===== src/rtl/serial_adder.sv =====
// Digit-serial adder/subtractor: DIGIT bits per cycle, LSB first, valid/ready on both sides.
// Define SERIAL_ADDER_OVERFLOW_EN to add the registered signed-overflow output.
module serial_adder #(
    parameter int WIDTH = 8,
    parameter int DIGIT = 1
) (
    input  logic             clk,
    input  logic             rst,
    input  logic             in_valid,
    output logic             in_ready,
    input  logic [WIDTH-1:0] A,
    input  logic [WIDTH-1:0] B,
    input  logic             C,
    input  logic             sub,
    output logic             out_valid,
    input  logic             out_ready,
    output logic [WIDTH-1:0] sum,
    output logic             carry
`ifdef SERIAL_ADDER_OVERFLOW_EN
   ,output logic             overflow
`endif
);

    localparam int N  = WIDTH / DIGIT;
    localparam int CW = (N > 1) ? $clog2(N) : 1;

    typedef enum logic [1:0] {IDLE, RUN, DONE} state_e;

    state_e           state_q;
    logic [WIDTH-1:0] a_q, b_q, sum_q;
    logic             cy_q;
    logic [CW-1:0]    cnt_q;
    logic             in_ready_q, out_valid_q;
`ifdef SERIAL_ADDER_OVERFLOW_EN
    logic             ov_q;
`endif

    logic [DIGIT-1:0] ch_s;
    logic [DIGIT:0]   ch_c;
    logic [WIDTH-1:0] slice_w, sum_d;
    logic             last;

    // Operands shift right each RUN cycle so the active slice is always the low DIGIT bits.
    always_comb begin
        ch_s    = '0;
        ch_c    = '0;
        ch_c[0] = cy_q;
        for (int i = 0; i < DIGIT; i++) begin
            ch_s[i]   = a_q[i] ^ b_q[i] ^ ch_c[i];
            ch_c[i+1] = (a_q[i] & b_q[i]) | (ch_c[i] & (a_q[i] ^ b_q[i]));
        end
        slice_w = WIDTH'(ch_s) << (WIDTH - DIGIT);
        sum_d   = (sum_q >> DIGIT) | slice_w;
        last    = (cnt_q == CW'(N - 1));
    end

    always_ff @(posedge clk or posedge rst) begin
        if (rst) begin
            state_q     <= IDLE;
            a_q         <= '0;
            b_q         <= '0;
            sum_q       <= '0;
            cy_q        <= 1'b0;
            cnt_q       <= '0;
            in_ready_q  <= 1'b1;
            out_valid_q <= 1'b0;
`ifdef SERIAL_ADDER_OVERFLOW_EN
            ov_q        <= 1'b0;
`endif
        end else begin
            unique case (state_q)
                IDLE: begin
                    if (in_valid) begin
                        a_q        <= A;
                        b_q        <= sub ? ~B : B;
                        cy_q       <= sub ? ~C : C;
                        sum_q      <= '0;
                        cnt_q      <= '0;
                        in_ready_q <= 1'b0;
                        state_q    <= RUN;
`ifdef SERIAL_ADDER_OVERFLOW_EN
                        ov_q       <= 1'b0;
`endif
                    end
                end
                RUN: begin
                    a_q   <= a_q >> DIGIT;
                    b_q   <= b_q >> DIGIT;
                    sum_q <= sum_d;
                    cy_q  <= ch_c[DIGIT];
                    if (last) begin
                        cnt_q       <= '0;
                        out_valid_q <= 1'b1;
                        state_q     <= DONE;
`ifdef SERIAL_ADDER_OVERFLOW_EN
                        ov_q        <= ch_c[DIGIT-1] ^ ch_c[DIGIT];
`endif
                    end else begin
                        cnt_q <= cnt_q + 1'b1;
                    end
                end
                DONE: begin
                    if (out_ready) begin
                        out_valid_q <= 1'b0;
                        in_ready_q  <= 1'b1;
                        state_q     <= IDLE;
                    end
                end
                default: state_q <= IDLE;
            endcase
        end
    end

    assign in_ready  = in_ready_q;
    assign out_valid = out_valid_q;
    assign sum       = sum_q;
    assign carry     = cy_q;
`ifdef SERIAL_ADDER_OVERFLOW_EN
    assign overflow  = ov_q;
`endif

endmodule

===== config.mk =====
export PLATFORM = sky130hd
export DESIGN_NAME = serial_adder
export DESIGN_NICKNAME = d
export VERILOG_FILES = /design/src/rtl/serial_adder.sv
export SDC_FILE = /design/constraint.sdc
export NUM_CORES = 1
export LEC_CHECK = 0
export BUFFER_PORTS_ARGS = -buffer_cell sky130_fd_sc_hd__buf_2
export CORE_UTILIZATION = 48
export CTS_CLUSTER_SIZE = 16
export DETAILED_ROUTE_END_ITERATION = 6
export GPL_ROUTABILITY_DRIVEN = 0
export PLACE_DENSITY_LB_ADDON = 0.1
export SYNTH_ARGS = -nofsm -noshare
export SYNTH_HDL_FRONTEND = slang
export SYNTH_SLANG_ARGS = --single-unit

===== constraint.sdc =====
create_clock -name clk -period 1.2 [get_ports clk]
set_input_delay 0.36 -clock clk [delete_from_list [all_inputs] [get_ports clk]]
set_output_delay 0.36 -clock clk [all_outputs]
set_load 0.1 [all_outputs]

=== After elaboration in Yosys (flattened, before gate mapping) ===
Index checks and enable logic that the tools add are counted.

* Word-level logic and storage cells: 54
* Flip-flop bits (word level): 32

* Equality and inequality tests: 6
* Reductions and logical operators: 8
* Muxes and demuxes: 23
* $add $sub $neg: 1
* Bitwise operators: 8

{| class="wikitable"
|+ Operators with widths
! kind !! number
|-
| $pmux 8 s2 || 3
|-
| $mux 8 || 4
|-
| $reduce_and 3->1 || 3
|-
| $not 8->8 || 1
|-
| $or 7x8->8 || 1
|-
| $mux 1 || 6
|-
| $mux 2 || 3
|-
| $mux 3 || 2
|-
| $ne 2x2->1 const B || 3
|-
| $pmux 1 s2 || 3
|-
| $pmux 2 s3 || 1
|-
| $pmux 3 s2 || 1
|-
| $reduce_bool 2->1 || 3
|-
| $add 3x1->3 const B || 1
|-
| $eq 3x3->1 const B || 1
|-
| $and 1x1->1 || 2
|-
| $eq 2x1->1 const B || 1
|-
| $eq 2x2->1 const B || 1
|-
| $logic_not 2->1 || 1
|-
| $reduce_and 2->1 || 1
|-
| $xor 1x1->1 || 2
|-
| $not 1->1 || 1
|-
| $or 1x1->1 || 1
|}

=== Longest topological paths before layout ===
* Depth in word-level cells: 4
* Depth in mapped cells: 5

=== Worst setup path after synthesis ===
Ideal clock, no wire load.

* Kind: register to register
* From: reg cy_q, in the netlist carry
* To: reg cy_q, in the netlist carry
* Cell stages (with the launch flop): 5
* Slack: -651 ps
* Clock period less this slack: 1851 ps
* Setup time: 87 ps
* Path buffers: 0
* Arrival: 1764 ps
* Cells stage by stage: dfrtp_1 > inv_1 > fa_1 > a2bb2oi_1 > o211ai_1

* Word-level cells in the longest chain between the ends: 3

{| class="wikitable"
|+ Ends and longest elaborated chain
! item !! RTL line !! source
|-
| start: declaration || 31 || <nowiki>logic cy_q;</nowiki>
|-
| start signal: assignment || 76 || <nowiki>cy_q <= sub ? ~C : C;</nowiki>
|-
| start signal: assignment || 90 || <nowiki>cy_q <= ch_c[DIGIT];</nowiki>
|-
| $and 1x1->1 || 50 || <nowiki>ch_c[i+1] = (a_q[i] & b_q[i]) | (ch_c[i] & (a_q[i] ^ b_q[i]));</nowiki>
|-
| $or 1x1->1 || 50 ||
|-
| $pmux 1 s2 || 71 || <nowiki>unique case (state_q)</nowiki>
|}

Every way passes these cells.
A chain may end at the register's enable or synchronous reset.

=== Worst setup path in the final report ===
* From: reg in_ready_q, in the netlist in_ready
* To: out in_ready

{| class="wikitable"
|+ RTL lines
! item !! RTL line !! source
|-
| start: declaration || 33 || <nowiki>logic in_ready_q, out_valid_q;</nowiki>
|-
| start signal: assignment || 65 || <nowiki>in_ready_q <= 1'b1;</nowiki>
|-
| start signal: assignment || 79 || <nowiki>in_ready_q <= 1'b0;</nowiki>
|-
| start signal: assignment || 105 || <nowiki>in_ready_q <= 1'b1;</nowiki>
|-
| end: declaration || 10 || <nowiki>output logic in_ready,</nowiki>
|}

No word-level cell between the ends.

==> metrics.csv <==
metric,value,unit
WL met1,1840,um
Post-Route Skew,0.00613,ns
first-pass GRT wire length,6620,um
Vias,1442,
DR DRC count,0,
peak supply drop,0.00159,V
Max-Cap Viols,0,
layout cells sized above 1,59.6,%
Synth cell types,32,
Met2 Wirelength,2270,um
leakage,0.00123,uW
nets,247,
status,"complete, but fails checks",
Crit-path slowest cell,dfstp_2,
crit-path cells,buf_12,
Die Y-Extent,59.4,um
hold_buf cts,0,
fill count,147,
htree depth,2,
"Primary FF master, synth",dfrtp_1,
via density per instance,5.40,
worst reg2reg setup slack,-0.19,ns
FF+latch area,818,um2
failing checks,negative setup slack,
Post-Syn Instances,153,
max_slew headroom,83.1,%
# rows,20,
WP data required,0.84,ns
Port Buf Inserts,32,
DP Area,2100,um2
buffers plus inverters on the worst setup path,1,
Final ANT Viol Nets,0,
Tot GR Track Use,26.0,%
DR WL met3,96,um
total power,7330,uW
global route overflow,0,
Worst Path Arrival,1.09,ns
# diodes,0,
initial antenna violation count,0,
Setup-failing EPs final,34,
Final WS setup,-0.245,ns
TritonCTS buffer count,5,
die area,3520,um2
"CP delay by family, top",flip-flops,
Max Freq,692,MHz
fin crit period,1.45,ns
Initial Utilization,51.3,%
Synth Cell Area,1580,um2
"EDFF count, synth",0,
final slew viol count,0,
Die Span X,59.4,um
clk_lat worst skew,0.32,ns
footprint of the multi-input gates,873,um2
yosys warns,0,
cells on worst reg2reg path,4,
Min-Delay Path Class,in2async,
CP max stage delay,0.58,ns
crit share post-route,120,%
HPWL after detailed placement,2460,um
WL/cell,15.9,um
Bufs on Longest Clock Path,2,
Top Layer Used,met4,
root buffer cell,clkbuf_4,
TNS Setup,-2.95,ns
Reg-to-Reg End,carry,
Fin. Hold Viols,0,
CTS sink count,32,
RSZ-0062 raised after global routing,true,
async set-reset flop share out of synthesis,100,%
io pins,33,
Critical Path Sink Type,output port,
core box area,3080,um2
post-route cell area,2650,um2
Critical Path Fanout Max,2,
WHS,0.0518,ns
pin count of the biggest net entering global routing,33,
Slew @ Worst Pin,0.253,ns
#FFs+latches synth,32,
vias in the first global route,1437,
worst setup path class,reg2out,
syn_area_per_cell,10.3,um2
power density over cell area,2760,nW/um2
Clock Pin Slew Worst Setup and Hold Paths,0.10,ns
CTS tree,done,
iteration count of the initial detailed-routing pass,4,
sequential area share after synthesis,50.8,%
Area growth syn-to-layout,68.1,%
CP Launch Type,flip-flop,
drt total wl,4240,um
Iteration-0 DRC Markers,28,
Critical R2R Launch,state_q[1],
Post-Syn Nets,178,
## area by class of cell
class | count | area share (%)
multi-input combinational | 100 | 32.9
tap | 44 | 2.07
clock inverter | 1 | 1.13
timing repair buffer | 73 | 29.0
clock buffer | 7 | 2.45
inverter | 10 | 1.60
sequential | 32 | 30.8
## per-layer routing
metal | GRT usage, % | vias up
li1 | - | 675
met1 | 32.3 | 739
met2 | 45.3 | 24
met3 | 5.24 | 4
met4 | 7.82 | 0
met5 | 0 | -
## worst min-delay path, cell delays in order
cell and delay (ns):
buf_2 0.09, inv_1 0.08, buf_12 0.21
## synthesized netlist by cell type, drive strengths merged, types with 2 or more instances
library cell   n  area share (%)
dfrtp         31              49
a31oi          7             2.8
nand2b         2            0.79
buf            7             2.9
ha             2             1.6
nor2b          4             1.6
a221o          5             3.6
a21oi          6             1.9
nand2         18             4.3
o211ai         2            0.95
and2           7             2.8
clkbuf         4            0.95
o21ai         11             3.5
xnor2          8             4.4
a22o           9             5.0
o32ai          5             2.8
nor2           4            0.95
inv            9             2.1
## report_power, final
part           internal [uW]  total, uW  switching [uW]
sequential              1530       1920             389
clock                    553        915             362
combinational           2190       4500            2310
total                   4270       7330            3060
## cells by family (layout without fill, tap and decap cells)
family                     after synthesis  in the layout  share of synthesized area, %
AOI/OAI and AO/OA                       50             50                          23.2
and+or+nand+nor                         38             38                          11.9
DFF                                     32             32                          50.8
buffers and inverters                   21             91                          6.26
xor gates and xnor gates                 9              9                          4.99
adders and majority gates                3              3                          2.85
## worst max-delay path by stage
stage | from | endpoint | slack, ns | cells after the start
final | in_ready | in_ready | -0.25 | 1
after global placement | in_valid | carry | -0.18 | 4
after floorplan | carry | sum[7] | -0.15 | 3
after detailed placement | in_valid | carry | -0.22 | 4
after CTS | in_ready | in_ready | -0.24 | 1
after global routing | in_ready | in_ready | -0.27 | 1
## repair_timing
| item | in CTS | in global routing |
|---|---|---|
| endpoints found under the setup margin | 40 | 43 |
| cloned | 3 | 0 |
| setup buffers | 19 | 7 |
| gates resized for setup | 27 | 41 |
| pin swaps | 10 | 19 |
## stage by stage
step / util [%] / setup slack (ns) / std cells
5_1_grt: 86.2 / -0.272 / 267
2_1_floorplan: - / -0.149 / 153
3_3_place_gp: 68.3 / -0.177 / 232
4_1_cts: 80.8 / -0.245 / 262
3_5_place_dp: 68.3 / -0.217 / 232
6_report: 86.2 / -0.245 / 267
## state kept, by name (all words and copies together), names as in the netlist
name,cells
in_ready,1
state_q,2
carry,1
cnt_q,3
sum,8
out_valid,1
a_q,8
b_q,8
## cell usage in the layout (no fill, tap or decap), drive strengths merged, types with 2 or more instances in the layout
cell / count
buf: 72
dfrtp: 31
nand2: 18
o21ai: 11
a22o: 9
inv: 9
xnor2: 8
clkbuf: 8
a31oi: 7
and2: 7
a21oi: 6
o32ai: 5
a221o: 5
nor2: 4
nor2b: 4
nand2b: 2
o211ai: 2
ha: 2
No activity file was read; power rests on OpenSTA's default activity.
